## src/rtl/spike_rate_decoder.sv

```systemverilog
// spike_rate_decoder: counts spike rising edges per WINDOW-cycle window into a valid/ready rate output.
// Define SPIKE_DECODER_ISI_EN to add the isi output (distance between the last two edges in a window).
module spike_rate_decoder #(
  parameter int WINDOW = 256,
  parameter int WIN_W  = 16
) (
  input  logic       clk,
  input  logic       reset,
  input  logic       enable,
  input  logic       spike_in,
  output logic [7:0] rate,
  output logic       rate_valid,
  input  logic       rate_ready,
  output logic       rate_sat,
  output logic       overflow
`ifdef SPIKE_DECODER_ISI_EN
  ,
  output logic [WIN_W-1:0] isi
`endif
);
  typedef enum logic {IDLE, ACCUM} state_t;
  localparam logic [WIN_W-1:0] LAST = WIN_W'(WINDOW - 1);
  state_t state, state_nx;
  logic spike_prev, spike_edge, run, win_end, sat, sat_nx;
  logic [WIN_W-1:0] win_cnt;
  logic [7:0] edge_cnt, cnt_nx;
  always_ff @(posedge clk or posedge reset)
    if (reset) state <= IDLE;
    else state <= state_nx;
  always_comb state_nx = enable ? ACCUM : IDLE;
  // dropping enable in ACCUM discards the window, including that very cycle
  always_comb begin
    run     = (state == ACCUM) && enable;
    win_end = run && (win_cnt == LAST);
  end
  always_comb begin
    spike_edge = spike_in & ~spike_prev;
    cnt_nx     = (spike_edge && edge_cnt != 8'hff) ? edge_cnt + 8'd1 : edge_cnt;
    sat_nx     = sat | (spike_edge & (edge_cnt == 8'hff));
  end
  always_ff @(posedge clk or posedge reset)
    if (reset) begin
      spike_prev <= 1'b0;
      win_cnt    <= '0;
      edge_cnt   <= '0;
      sat        <= 1'b0;
    end else begin
      spike_prev <= spike_in;
      win_cnt    <= (run && !win_end) ? win_cnt + 1'b1 : '0;
      edge_cnt   <= (run && !win_end) ? cnt_nx : '0;
      sat        <= run && !win_end && sat_nx;
    end
  always_ff @(posedge clk or posedge reset)
    if (reset) begin
      rate       <= '0;
      rate_sat   <= 1'b0;
      rate_valid <= 1'b0;
      overflow   <= 1'b0;
    end else if (win_end) begin
      rate       <= cnt_nx;
      rate_sat   <= sat_nx;
      rate_valid <= 1'b1;
      if (rate_valid && !rate_ready) overflow <= 1'b1;
    end else if (rate_valid && rate_ready) begin
      rate_valid <= 1'b0;
    end
`ifdef SPIKE_DECODER_ISI_EN
  logic [WIN_W-1:0] last_pos, isi_cur, isi_nx;
  // edge_cnt != 0 means an earlier edge exists in this window, so last_pos is valid
  always_comb isi_nx = (spike_edge && edge_cnt != 8'd0) ? win_cnt - last_pos : isi_cur;
  always_ff @(posedge clk or posedge reset)
    if (reset) begin
      last_pos <= '0;
      isi_cur  <= '0;
      isi      <= '0;
    end else begin
      last_pos <= (run && spike_edge) ? win_cnt : last_pos;
      isi_cur  <= (run && !win_end) ? isi_nx : '0;
      if (win_end) isi <= isi_nx;
    end
`endif
endmodule

```

## config.mk

```make
export PLATFORM = sky130hd
export DESIGN_NAME = spike_rate_decoder
export DESIGN_NICKNAME = d
export VERILOG_FILES = /design/src/rtl/spike_rate_decoder.sv
export SDC_FILE = /design/constraint.sdc
export NUM_CORES = 1
export LEC_CHECK = 0
export BUFFER_PORTS_ARGS = -buffer_cell sky130_fd_sc_hd__buf_4
export CAP_MARGIN = 20
export CORE_MARGIN = 2
export CORE_UTILIZATION = 49
export DETAILED_ROUTE_END_ITERATION = 7
export PLACE_DENSITY = 0.73
export SYNTH_ARGS = -nofsm -noshare
export SYNTH_HDL_FRONTEND = slang
export SYNTH_SLANG_ARGS = --single-unit
export TNS_END_PERCENT = 100
```

## constraint.sdc

```tcl
create_clock -name clk -period 2.1 [get_ports clk]
set_input_delay 0.105 -clock clk [delete_from_list [all_inputs] [get_ports clk]]
set_output_delay 0.105 -clock clk [all_outputs]
set_load 0.05 [all_outputs]
```

Word-level counts from Yosys, hierarchy flattened:

Index checks and enable logic that the tools add are counted.

* shifts and indexed selects: 0
* multiply operators: 0
* reduce and logical (&&, ||, !) cells: 11
* $add $sub $neg: 2
* div/mod/pow operators: 0
* equality and inequality tests: 3
* mux-type cells: 6
* bitwise logic cells: 4
* order comparisons: 0

Operator list (count)
* adder 16 x 1 -> 16 bit, second input constant: 1
* equality test 16 x 8 -> 1 bit, second input constant: 1
* 2-to-1 mux 16 bit: 1
* 2-to-1 mux 8 bit: 2
* adder 8 x 1 -> 8 bit, second input constant: 1
* equality test 8 bit, second input constant: 1
* inequality test 8 bit, second input constant: 1
* logical AND 1 bit: 7
* 2-to-1 mux 1 bit: 3
* bitwise AND 1 bit: 2
* zero test 1 bit: 2
* AND reduction 2 bit: 1
* nonzero test 2 bit: 1
* inverter 1 bit: 1
* bitwise OR 1 bit: 1

* register bits after elaboration: 38
* output and inout port bits: 11
* memory bits (writable): 0
* logic and storage cells: 35
* memory bits (read-only): 0
* input bits: 5
* memories: 0
* latch bits: 0

Logic depth before layout (Yosys ltp):

Gate-level depths: netlist (run 1).

* depth in word-level cells: 5
* mapped depth: 8
* depth with buffers taken out: 6

Least setup slack after synthesis (run 1):

Ideal clock, no wire load.

* path type: flip-flop to flip-flop
* start point: register win_cnt[8]
* end point: register rate[2]
* slack: 255 ps
* buffers on the path: 1
* required time: 1975 ps
* arrival time: 1720 ps
* library setup time: 125 ps
* cell stages (with the launch flop): 6
* period minus slack after synthesis: 1845 ps
* cell sequence: dfrtp_1 -> or4_4 -> nor2_1 -> and4_1 -> buf_6 -> mux2_2

* cells in the longest elaborated chain, start to end: 2

Ends and longest elaborated chain
* start, declared: RTL line 25 `logic [WIN_W-1:0] win_cnt;`
* start signal, assigned: RTL line 49 `win_cnt <= (run && !win_end) ? win_cnt + 1'b1 : '0;`
* equality test 16 x 8 -> 1 bit: RTL line 34 `win_end = run && (win_cnt == LAST);`
* logical AND 1 bit: RTL line 34
* end signal, assigned: RTL line 60 `rate <= cnt_nx;`
* end, declared: RTL line 11 `output logic [7:0] rate,`

Every way passes these cells.
A chain may end at the register's enable or synchronous reset.

Worst setup path after layout (run 1):

Ends and elaborated chain as after synthesis.

==> results of run 1 <==
-- logic make-up (layout without fill, tap and decap cells) --
logic type,after synthesis,count (layout)
adders and majority gates,2,2
DFF,38,38
xor gates and xnor gates,18,18
AOI/OAI and AO/OA,13,13
and+or+nand+nor,74,74
muxes,5,5
buffers and inverters,11,36
-- power groups by stage --
stage	Clock [uW]	Sequential, uW	Combinational (uW)
global placement	0	753	46.7
global route	453	740	58.4
CTS	417	739	52.6
finish	406	739	50.7
floorplan	0	752	28.3
detailed placement	0	753	48.0
-- metrics by stage --
| stage | power, uW | worst slack [ns] | util | instances | hold WS, ns |
|---|---|---|---|---|---|
| final | 1195 | 0.2196 | 0.5949 | 232 | 0.05257 |
| after global routing | 1252 | 0.1261 | 0.5949 | 232 | 0.04925 |
| after CTS | 1209 | 0.2173 | 0.5949 | 232 | 0.04213 |
| after detailed placement | 801.1 | 0.2313 | 0.5670 | 221 | 0.2251 |
| after global placement | 799.3 | 0.2746 | 0.5670 | 221 | 0.2226 |
| after floorplan | 780.7 | 0.2549 | - | 161 | 0.1364 |
-- Yosys cell counts --
cell type / instances
dfrtp_1: 38
nor2b_1: 3
nor3_1: 3
mux2_2: 1
nand4_1: 8
ha_1: 2
a21o_2: 1
a31oi_1: 1
nand3_1: 7
buf_6: 1
xor2_1: 9
mux2i_1: 4
inv_1: 7
and4_2: 1
o31ai_4: 1
buf_12: 1
or4_4: 2
and2_1: 1
nor2_1: 32
xnor2_1: 9
nand2_1: 7
a21oi_1: 5
buf_2: 2
nor2_2: 3
nand2b_1: 2
and4_1: 4
o21ai_0: 1
a31o_2: 1
a21oi_2: 3
and3_1: 1
-- registers in the layout (all words and copies together) (netlist names) --
signal,flops
sat,1
rate,8
rate_sat,1
win_cnt,16
overflow,1
spike_prev,1
edge_cnt,8
rate_valid,1
state,1
-- area by class of cell --
type | instances | share of cell area
timing repair buffer | 21 | 0.09506
multi-input combinational | 112 | 0.3558
clock inverter | 2 | 0.006254
inverter | 7 | 0.01313
clock buffer | 6 | 0.02564
tap | 46 | 0.02877
sequential | 38 | 0.4753
-- worst register-to-register path, delay by kind of cell (launching register included) --
| kind | cells | cell delay [ns] |
|---|---|---|
| simple gates | 3 | 0.98 |
| flops | 1 | 0.45 |
| mux | 1 | 0.34 |
-- worst max path at each step --
stage,from,end,cells after the start
2_1_floorplan,win_cnt[8]$_DFF_PP0_,rate[2]$_DFFE_PP0P_,5
3_3_place_gp,win_cnt[8]$_DFF_PP0_,rate[2]$_DFFE_PP0P_,4
3_5_place_dp,win_cnt[8]$_DFF_PP0_,rate[2]$_DFFE_PP0P_,4
4_1_cts,win_cnt[8]$_DFF_PP0_,rate[2]$_DFFE_PP0P_,4
5_1_grt,win_cnt[0]$_DFF_PP0_,edge_cnt[1]$_DFF_PP0_,7
6_report,win_cnt[8]$_DFF_PP0_,rate[2]$_DFFE_PP0P_,4
-- repair_timing --
item | 4_1_cts | 5_1_grt
hold endpoints to repair | 40 | 0
setup endpoints to repair | 0 | 0
hold buffers | 3 | 0
-- per-layer routing --
| metal | vias up | part of all wire |
|---|---|---|
| li1 | 587 | - |
| met1 | 567 | 0.50 |
| met2 | 24 | 0.44 |
| met3 | 8 | 0.035 |
| met4 | 0 | 0.023 |
| met5 | - | 0 |
==> results_dict.tcl, run 1 <==
set metrics [dict create \
    status "finished clean" \
    final_common_cell "dfrtp_1" \
    multi_input_area_um2 711.9 \
    p_per_area_nw_per_um2 597.4 \
    gp_congestion 0.8628 \
    ys_ff_latch 38 \
    cp_num_buf_inv 0 \
    max_slew_margin 0.6968 \
    path_cells "or4_4, nor2_1, and4_1, mux2_2" \
    worst_skew_pair.late_latency_ns 0.35 \
    syn-num-nets 168 \
    io_pins 16 \
    vias_per_cell 5.112 \
    port_buffers 15 \
    die_w_um 63.43 \
    cts_root_buf "clkbuf_4" \
    swShare 0.2334 \
    r2r_cells 4 \
    rrSetupSlack_ns 0.22 \
    ir_drop_v 0.0003631 \
    synth-compound-area-share 0.05857 \
    met3_usage 0.03214 \
    hold-path-endpoint "rate_valid$_DFFE_PP0P_" \
    seq_area_frac_synth 0.5495 \
    muxShareOfSynthArea 0.02965 \
    critPathCaptureType "register" \
    fillers 315 \
    hp-class "in2reg" \
    slew_violations 0 \
    yosysTopAreaCell "dfrtp_1" \
    drive_above_1_share 0.2097 \
    hpwlAfterDp_mm 2.141 \
    intPower_uw 916.2 \
    cts_sinks 38 \
    core_um2 3363 \
    ctsHtreeMaxLevel 2 \
    synth_xor_area_frac 0.09111 \
    overflow 0 \
    rr_startpoint "win_cnt[8]$_DFF_PP0_" \
    syn2layout_area_growth_pct 15.62 \
    postCtsResizedCells 0 \
    avgSynthCellArea_um2 10.75 \
    postSynthCellCount 161 \
    seqPwrFrac 0.618 \
    final_nets 192 \
    cap_violations 0 \
    rsz0062_at_grt "false" \
    postCtsSetupBuffers 0 \
    die_area_um2 4023 \
    cp_data_required_time_ns 2.35 \
    syn_area_um2 1730 \
    grt_use_met2 0.2632 \
    whs_path_depth 3 \
    crit_type "reg2reg" \
    leakagePower_uw 0.0009070 \
    met1_usage 0.2394 \
    route.detailed.drc 0 \
    power.switching_uw 278.9 \
    drt-total-wl_mm 3.057 \
    yosysWarnings 0 \
    first_iter_violations 23 \
    gr-max-usage-layer "met2" \
    grt_pass1_wl_mm 5.347 \
    cp.arrival_ns 2.13 \
    postPlaceCellArea_um2 1907 \
    synthSimpleGateAreaFrac 0.2176 \
    cts_tree "done" \
    yosys.area_share.adder 0.01446 \
    cp-start-kind "register" \
    cp_slowest_stage_delay_ns 0.58 \
    vias 1186 \
    start_util 0.5145 \
    grt_pass1_vias 1184 \
    yosys-top-cells-area "dfrtp_1 (55%), nor2_1 (6.9%), xnor2_1 (4.6%)" \
    final-hold-violation-count 0 \
    numCtsBuffers 5 \
    crit_slowest_cell "or4_4" \
    final_antenna_net_count 0 \
    finalSetupViolCount 0 \
    synth_top_area_share 0.5495 \
    holdCritStartpoint "rate_ready" \
    chipHeight_um 63.43 \
    insertedDiodeCount 0 \
    worstMarginPinSlew_ns 0.4548 \
    fin_crit_sh 0.8955 \
    synth_top_family_by_area "simple AND/OR/NAND/NOR gates" \
    fmax_mhz 531.8 \
    antenna_found_initial 0 \
    grt_max_degree 39 \
    fin_tns_setup_ns 0 \
    wl_per_cell_um 13.18 \
    rows 21 \
    seqCellArea_um2 950.9 \
    grt.total_usage 0.1741 \
    cp_max_fo 6 \
    clk_path_buf_depth 2 \
    skew_ns 0.01708 \
    finalInstanceArea_um2 2001 \
    drt_pre_antenna_iters 4 \
    cp_top_family "simple AND/OR/NAND/NOR gates" \
    clkTransAtPathRegs_ns 0.12 \
    r2r-end "rate[2]$_DFFE_PP0P_" \
    combinationalPowerShare 0.042 \
    period_needed_ns 1.880 \
    synthDistinctLibCells 30 \
    pwr-share-clk 0.339 \
    final_cell_mix "dfrtp_1 (38), nor2_1 (32), buf_4 (16)" \
]
Note: power is estimated with default switching activity, not from simulation.
==> inputs of run 2 (changes only) <==
- BUFFER_PORTS_ARGS: -buffer_cell sky130_fd_sc_hd__buf_4 -> -buffer_cell sky130_fd_sc_hd__buf_2
==> run 2 against run 1 <==
Critical path depth is the same. Hold slack better by 0.0059 ns. Total power fell by 4.6%. Clock skew shrank 0.0091 ns. Fmax down 2.3%. First-iteration DRC count grew to 3.1 times the previous value. Sequential cell count is the same. Routed wire length rose by 1.8%. Register-to-register slack lost 0.04 ns. Utilization down 1.7 points. Sequential power about the same. Non-clock buffer count up 1. Largest cell class unchanged. Largest power group unchanged. Highest routed layer unchanged.
==> results_dict.tcl, run 2 (synthesized netlist as in run 1, its figures left out) <==
set metrics [dict create \
    numCtsBuffers 5 \
    final_antenna_net_count 0 \
    drt_pre_antenna_iters 4 \
    cp.arrival_ns 2.17 \
    hpwlAfterDp_mm 2.271 \
    p_per_area_nw_per_um2 587.5 \
    io_pins 16 \
    cts_sinks 38 \
    start_util 0.5145 \
    fin_crit_sh 0.9167 \
    gp_congestion 0.8862 \
    hp-class "in2reg" \
    cp_max_fo 6 \
    grt_max_degree 39 \
    ctsHtreeMaxLevel 2 \
    route.detailed.drc 0 \
    finalInstanceArea_um2 1942 \
    status "finished clean" \
    dp.cells 222 \
    first_iter_violations 72 \
    period_needed_ns 1.925 \
    chipHeight_um 63.43 \
    crit_type "reg2reg" \
    grt_pass1_wl_mm 5.575 \
    final-hold-violation-count 0 \
    clkTransAtPathRegs_ns 0.11 \
    die_w_um 63.43 \
    postCtsSetupBuffers 0 \
    insertedDiodeCount 0 \
    reg_top3 "win_cnt: 16 flops, edge_cnt: 8 flops, rate: 8 flops" \
    antenna_found_initial 0 \
    final_cell_mix "dfrtp_1 (38), nor2_1 (32), buf_2 (15)" \
    fmax_mhz 519.4 \
    drive_above_1_share 0.2097 \
    core_um2 3363 \
    leakagePower_uw 0.0008965 \
    drt-total-wl_mm 3.113 \
    cp_data_required_time_ns 2.34 \
    stdcell_count 232 \
    hold_slack_ns 0.05843 \
    postCtsResizedCells 0 \
    worstMarginPinSlew_ns 0.4674 \
    multi_input_area_um2 711.9 \
    cts_root_buf "clkbuf_4" \
    grt_pass1_vias 1206 \
    cts_tree "done" \
    largest_reg_flops 16 \
    finalSetupViolCount 0 \
    final_common_cell "dfrtp_1" \
    die_area_um2 4023 \
    skew_ns 0.007948 \
    vias_per_cell 5.293 \
    syn2layout_area_growth_pct 12.22 \
    fillers 323 \
    cap_violations 0 \
    rsz0062_at_grt "false" \
    max_slew_margin 0.6884 \
    wl_per_cell_um 13.42 \
    ir_drop_v 0.0002507 \
    cp-start-kind "register" \
    top_register "win_cnt" \
    clk_path_buf_depth 2 \
    rows 21 \
    worst_skew_pair.late_latency_ns 0.35 \
    port_buffers 15 \
    postPlaceCellArea_um2 1864 \
    overflow 0 \
    critPathCaptureType "register" \
    fin_tns_setup_ns 0 \
    seqCellArea_um2 950.9 \
    grt.total_usage 0.1812 \
    vias 1228 \
    final_nets 193 \
    slew_violations 0 \
]
==> run 2: worst paths after layout <==
path | slack, ns | depth (start not counted) | startpoint | endpoint
min in group asynchronous | 0.40 | 4 | reset | rate[3]$_DFFE_PP0P_
worst max-delay path | 0.17 | 4 | win_cnt[8]$_DFF_PP0_ | rate[2]$_DFFE_PP0P_
max in group asynchronous | 1.36 | 4 | reset | win_cnt[5]$_DFF_PP0_
worst min register to register | 0.47 | 1 | overflow$_DFFE_PP0P_ | overflow$_DFFE_PP0P_
worst min-delay path | 0.06 | 3 | rate_ready | rate_valid$_DFFE_PP0P_
worst max register to register | 0.17 | 4 | win_cnt[8]$_DFF_PP0_ | rate[2]$_DFFE_PP0P_
==> run 2: layer usage <==
layer / wire (um) / GRT usage
met5: 0 / 0
met1: 1442 / 0.2306
met2: 1432 / 0.2776
met4: 75 / 0.08424
met3: 163 / 0.06250
==> run 2: stage by stage <==
stage          worst slack, ns  utilization  total power (uW)
2_1_floorplan           0.2549            -             780.7
3_3_place_gp            0.2775       0.5543             795.2
3_5_place_dp            0.2100       0.5543             797.3
4_1_cts                 0.1909       0.5774              1147
5_1_grt                0.09683       0.5774              1194
6_report                0.1748       0.5774              1141
==> run 2: final cells by class <==
class | instances | share of cell area
Clock inverter | 2 | 0.005155
Tap cell | 46 | 0.02964
Sequential cell | 38 | 0.4897
Clock buffer | 5 | 0.01933
Inverter | 7 | 0.01353
Timing Repair Buffer | 22 | 0.07603
Multi-Input combinational cell | 112 | 0.3666
==> run 2: what timing repair did <==
item,4_1_cts,5_1_grt
setup endpoints to repair,0,0
hold endpoints to repair,40,0
hold buffers,3,0
==> run 2: critical path, stage by stage (launching register included) <==
cell	delay (ns)
dfrtp_1	0.46
or4_4	0.59
nor2_1	0.12
and4_1	0.30
mux2_2	0.36
==> run 2: where the power goes <==
part / total (uW) / switching (uW) / internal (uW)
clock: 355 / 235 / 120
combinational: 46.8 / 30.9 / 15.9
sequential: 739 / 2.96 / 736
total: 1140 / 269 / 872
==> inputs of run 3 (changes only) <==
- BUFFER_PORTS_ARGS: -buffer_cell sky130_fd_sc_hd__buf_2 -> default
- DONT_BUFFER_PORTS: default -> 1
- PLACE_DENSITY: 0.73 -> 0.69
==> run 3 against run 2 <==
Sequential power is essentially flat. Critical path depth is 2 higher. Global-route usage fell by 0.46 points. Via count shrank 6.4%. Largest power group unchanged.
==> results_dict.tcl, run 3 (synthesized netlist as in run 1, its figures left out) <==
set metrics [dict create \
    vias 1150 \
    place_ws_ns 0.1140 \
    cts_root_buf "clkbuf_4" \
    hpwlAfterDp_mm 2.128 \
    cp-start-kind "register" \
    syn2layout_area_growth_pct 8.749 \
    rr_startpoint "win_cnt[0]$_DFF_PP0_" \
    hp-class "in2async" \
    p_total_uw 1174 \
    drt-total-wl_mm 2.958 \
    chipHeight_um 63.43 \
    fillers 320 \
    drive_above_1_share 0.1445 \
    ir_drop_v 0.0004230 \
    max_slew_margin 0.6667 \
    critPathCaptureType "register" \
    crit_type "reg2reg" \
    first_iter_violations 46 \
    largest_reg_flops 16 \
    antenna_found_initial 0 \
    cts_tree "done" \
    layout_setup_ws_ns 0.1679 \
    cap_violations 0 \
    clkTransAtPathRegs_ns 0.11 \
    vias_per_cell 5.251 \
    final_nets 179 \
    grt_max_degree 29 \
    leakagePower_uw 0.0008326 \
    postCtsSetupBuffers 0 \
    period_needed_ns 1.932 \
    io_pins 16 \
    fmax_mhz 517.6 \
    wl_per_cell_um 13.51 \
    insertedDiodeCount 0 \
    port_buffers 0 \
    die_w_um 63.43 \
    top_register "win_cnt" \
    final_common_cell "dfrtp_1" \
    cp.arrival_ns 2.18 \
    p_per_area_nw_per_um2 623.7 \
    finalSetupViolCount 0 \
    ctsHtreeMaxLevel 2 \
    start_util 0.5145 \
    clk_path_buf_depth 2 \
    fin_util 0.5595 \
    slew_violations 0 \
    skew_ns 0.005871 \
    hold_slack_ns 0.1645 \
    drt_pre_antenna_iters 7 \
    worstMarginPinSlew_ns 0.4999 \
    gp_congestion 0.8296 \
    r2r_cells 6 \
    grt_pass1_wl_mm 5.409 \
    reg_top3 "win_cnt: 16 flops, edge_cnt: 8 flops, rate: 8 flops" \
    final-hold-violation-count 0 \
    fin_tns_setup_ns 0 \
    final_antenna_net_count 0 \
    die_area_um2 4023 \
    cp_data_required_time_ns 2.35 \
    fin_crit_sh 0.9201 \
    rrSetupSlack_ns 0.17 \
    status "finished clean" \
    route.detailed.drc 0 \
    core_um2 3363 \
    cp_max_fo 14 \
    rows 21 \
    worst_skew_pair.late_latency_ns 0.35 \
    final_cell_mix "dfrtp_1 (38), nor2_1 (32), xor2_1 (9), xnor2_1 (9), nand4_1 (8)" \
    rsz0062_at_grt "false" \
    r2r-end "overflow$_DFFE_PP0P_" \
    cts_sinks 38 \
    numCtsBuffers 5 \
    grt.total_usage 0.1766 \
    grt_pass1_vias 1164 \
    overflow 0 \
]
-- run 3: per-stage QoR --
| stage | std cells | instance area, um2 |
|---|---|---|
| floorplan | 161 | 1730 |
| global placement | 207 | 1777 |
| detailed placement | 207 | 1777 |
| CTS | 219 | 1877 |
| global route | 219 | 1882 |
| finish | 219 | 1882 |
-- run 3: area by class of cell --
class | count | area [um2] | area share
clock inverter | 1 | 5.005 | 0.002660
timing repair buffer | 8 | 73.82 | 0.03923
multi-input combinational | 112 | 713.2 | 0.3790
tap | 46 | 57.56 | 0.03059
sequential | 38 | 950.9 | 0.5053
clock buffer | 7 | 55.05 | 0.02926
inverter | 7 | 26.28 | 0.01396
-- run 3: worst max path at each step --
stage | start | end | slack [ns] | cells after the start
after floorplan | win_cnt[8]$_DFF_PP0_ | rate[2]$_DFFE_PP0P_ | 0.25 | 5
after global placement | win_cnt[0]$_DFF_PP0_ | overflow$_DFFE_PP0P_ | 0.19 | 6
after detailed placement | win_cnt[8]$_DFF_PP0_ | rate[5]$_DFFE_PP0P_ | 0.11 | 6
after CTS | win_cnt[8]$_DFF_PP0_ | rate[5]$_DFFE_PP0P_ | 0.09 | 6
after global routing | win_cnt[0]$_DFF_PP0_ | edge_cnt[1]$_DFF_PP0_ | 0.02 | 7
final | win_cnt[0]$_DFF_PP0_ | overflow$_DFFE_PP0P_ | 0.17 | 6
-- run 3: per-layer routing --
| metal | vias up | part of all wire | global-route usage |
|---|---|---|---|
| met5 | - | 0 | 0 |
| met2 | 36 | 0.43 | 0.2421 |
| met4 | 0 | 0.021 | 0.07609 |
| met1 | 546 | 0.49 | 0.2497 |
| met3 | 7 | 0.057 | 0.06607 |
| li1 | 561 | - | - |
-- run 3: power breakdown --
group	switching [uW]	internal, uW
combinational	29.5	14.7
clock	228	162
sequential	3.28	736
total	261	913
-- run 3: timing repair --
item | CTS | global route
gates resized for setup | 0 | 2
endpoints found under the hold margin | 14 | 0
hold buffers | 4 | 0
endpoints found under the setup margin | 0 | 7
-- run 3: critical path, stage by stage (launching register included) --
cell     delay, ns
dfrtp_1       0.43
ha_1          0.23
and3_1        0.22
and4_1        0.25
and4_2        0.30
buf_6         0.17
a31o_2        0.24
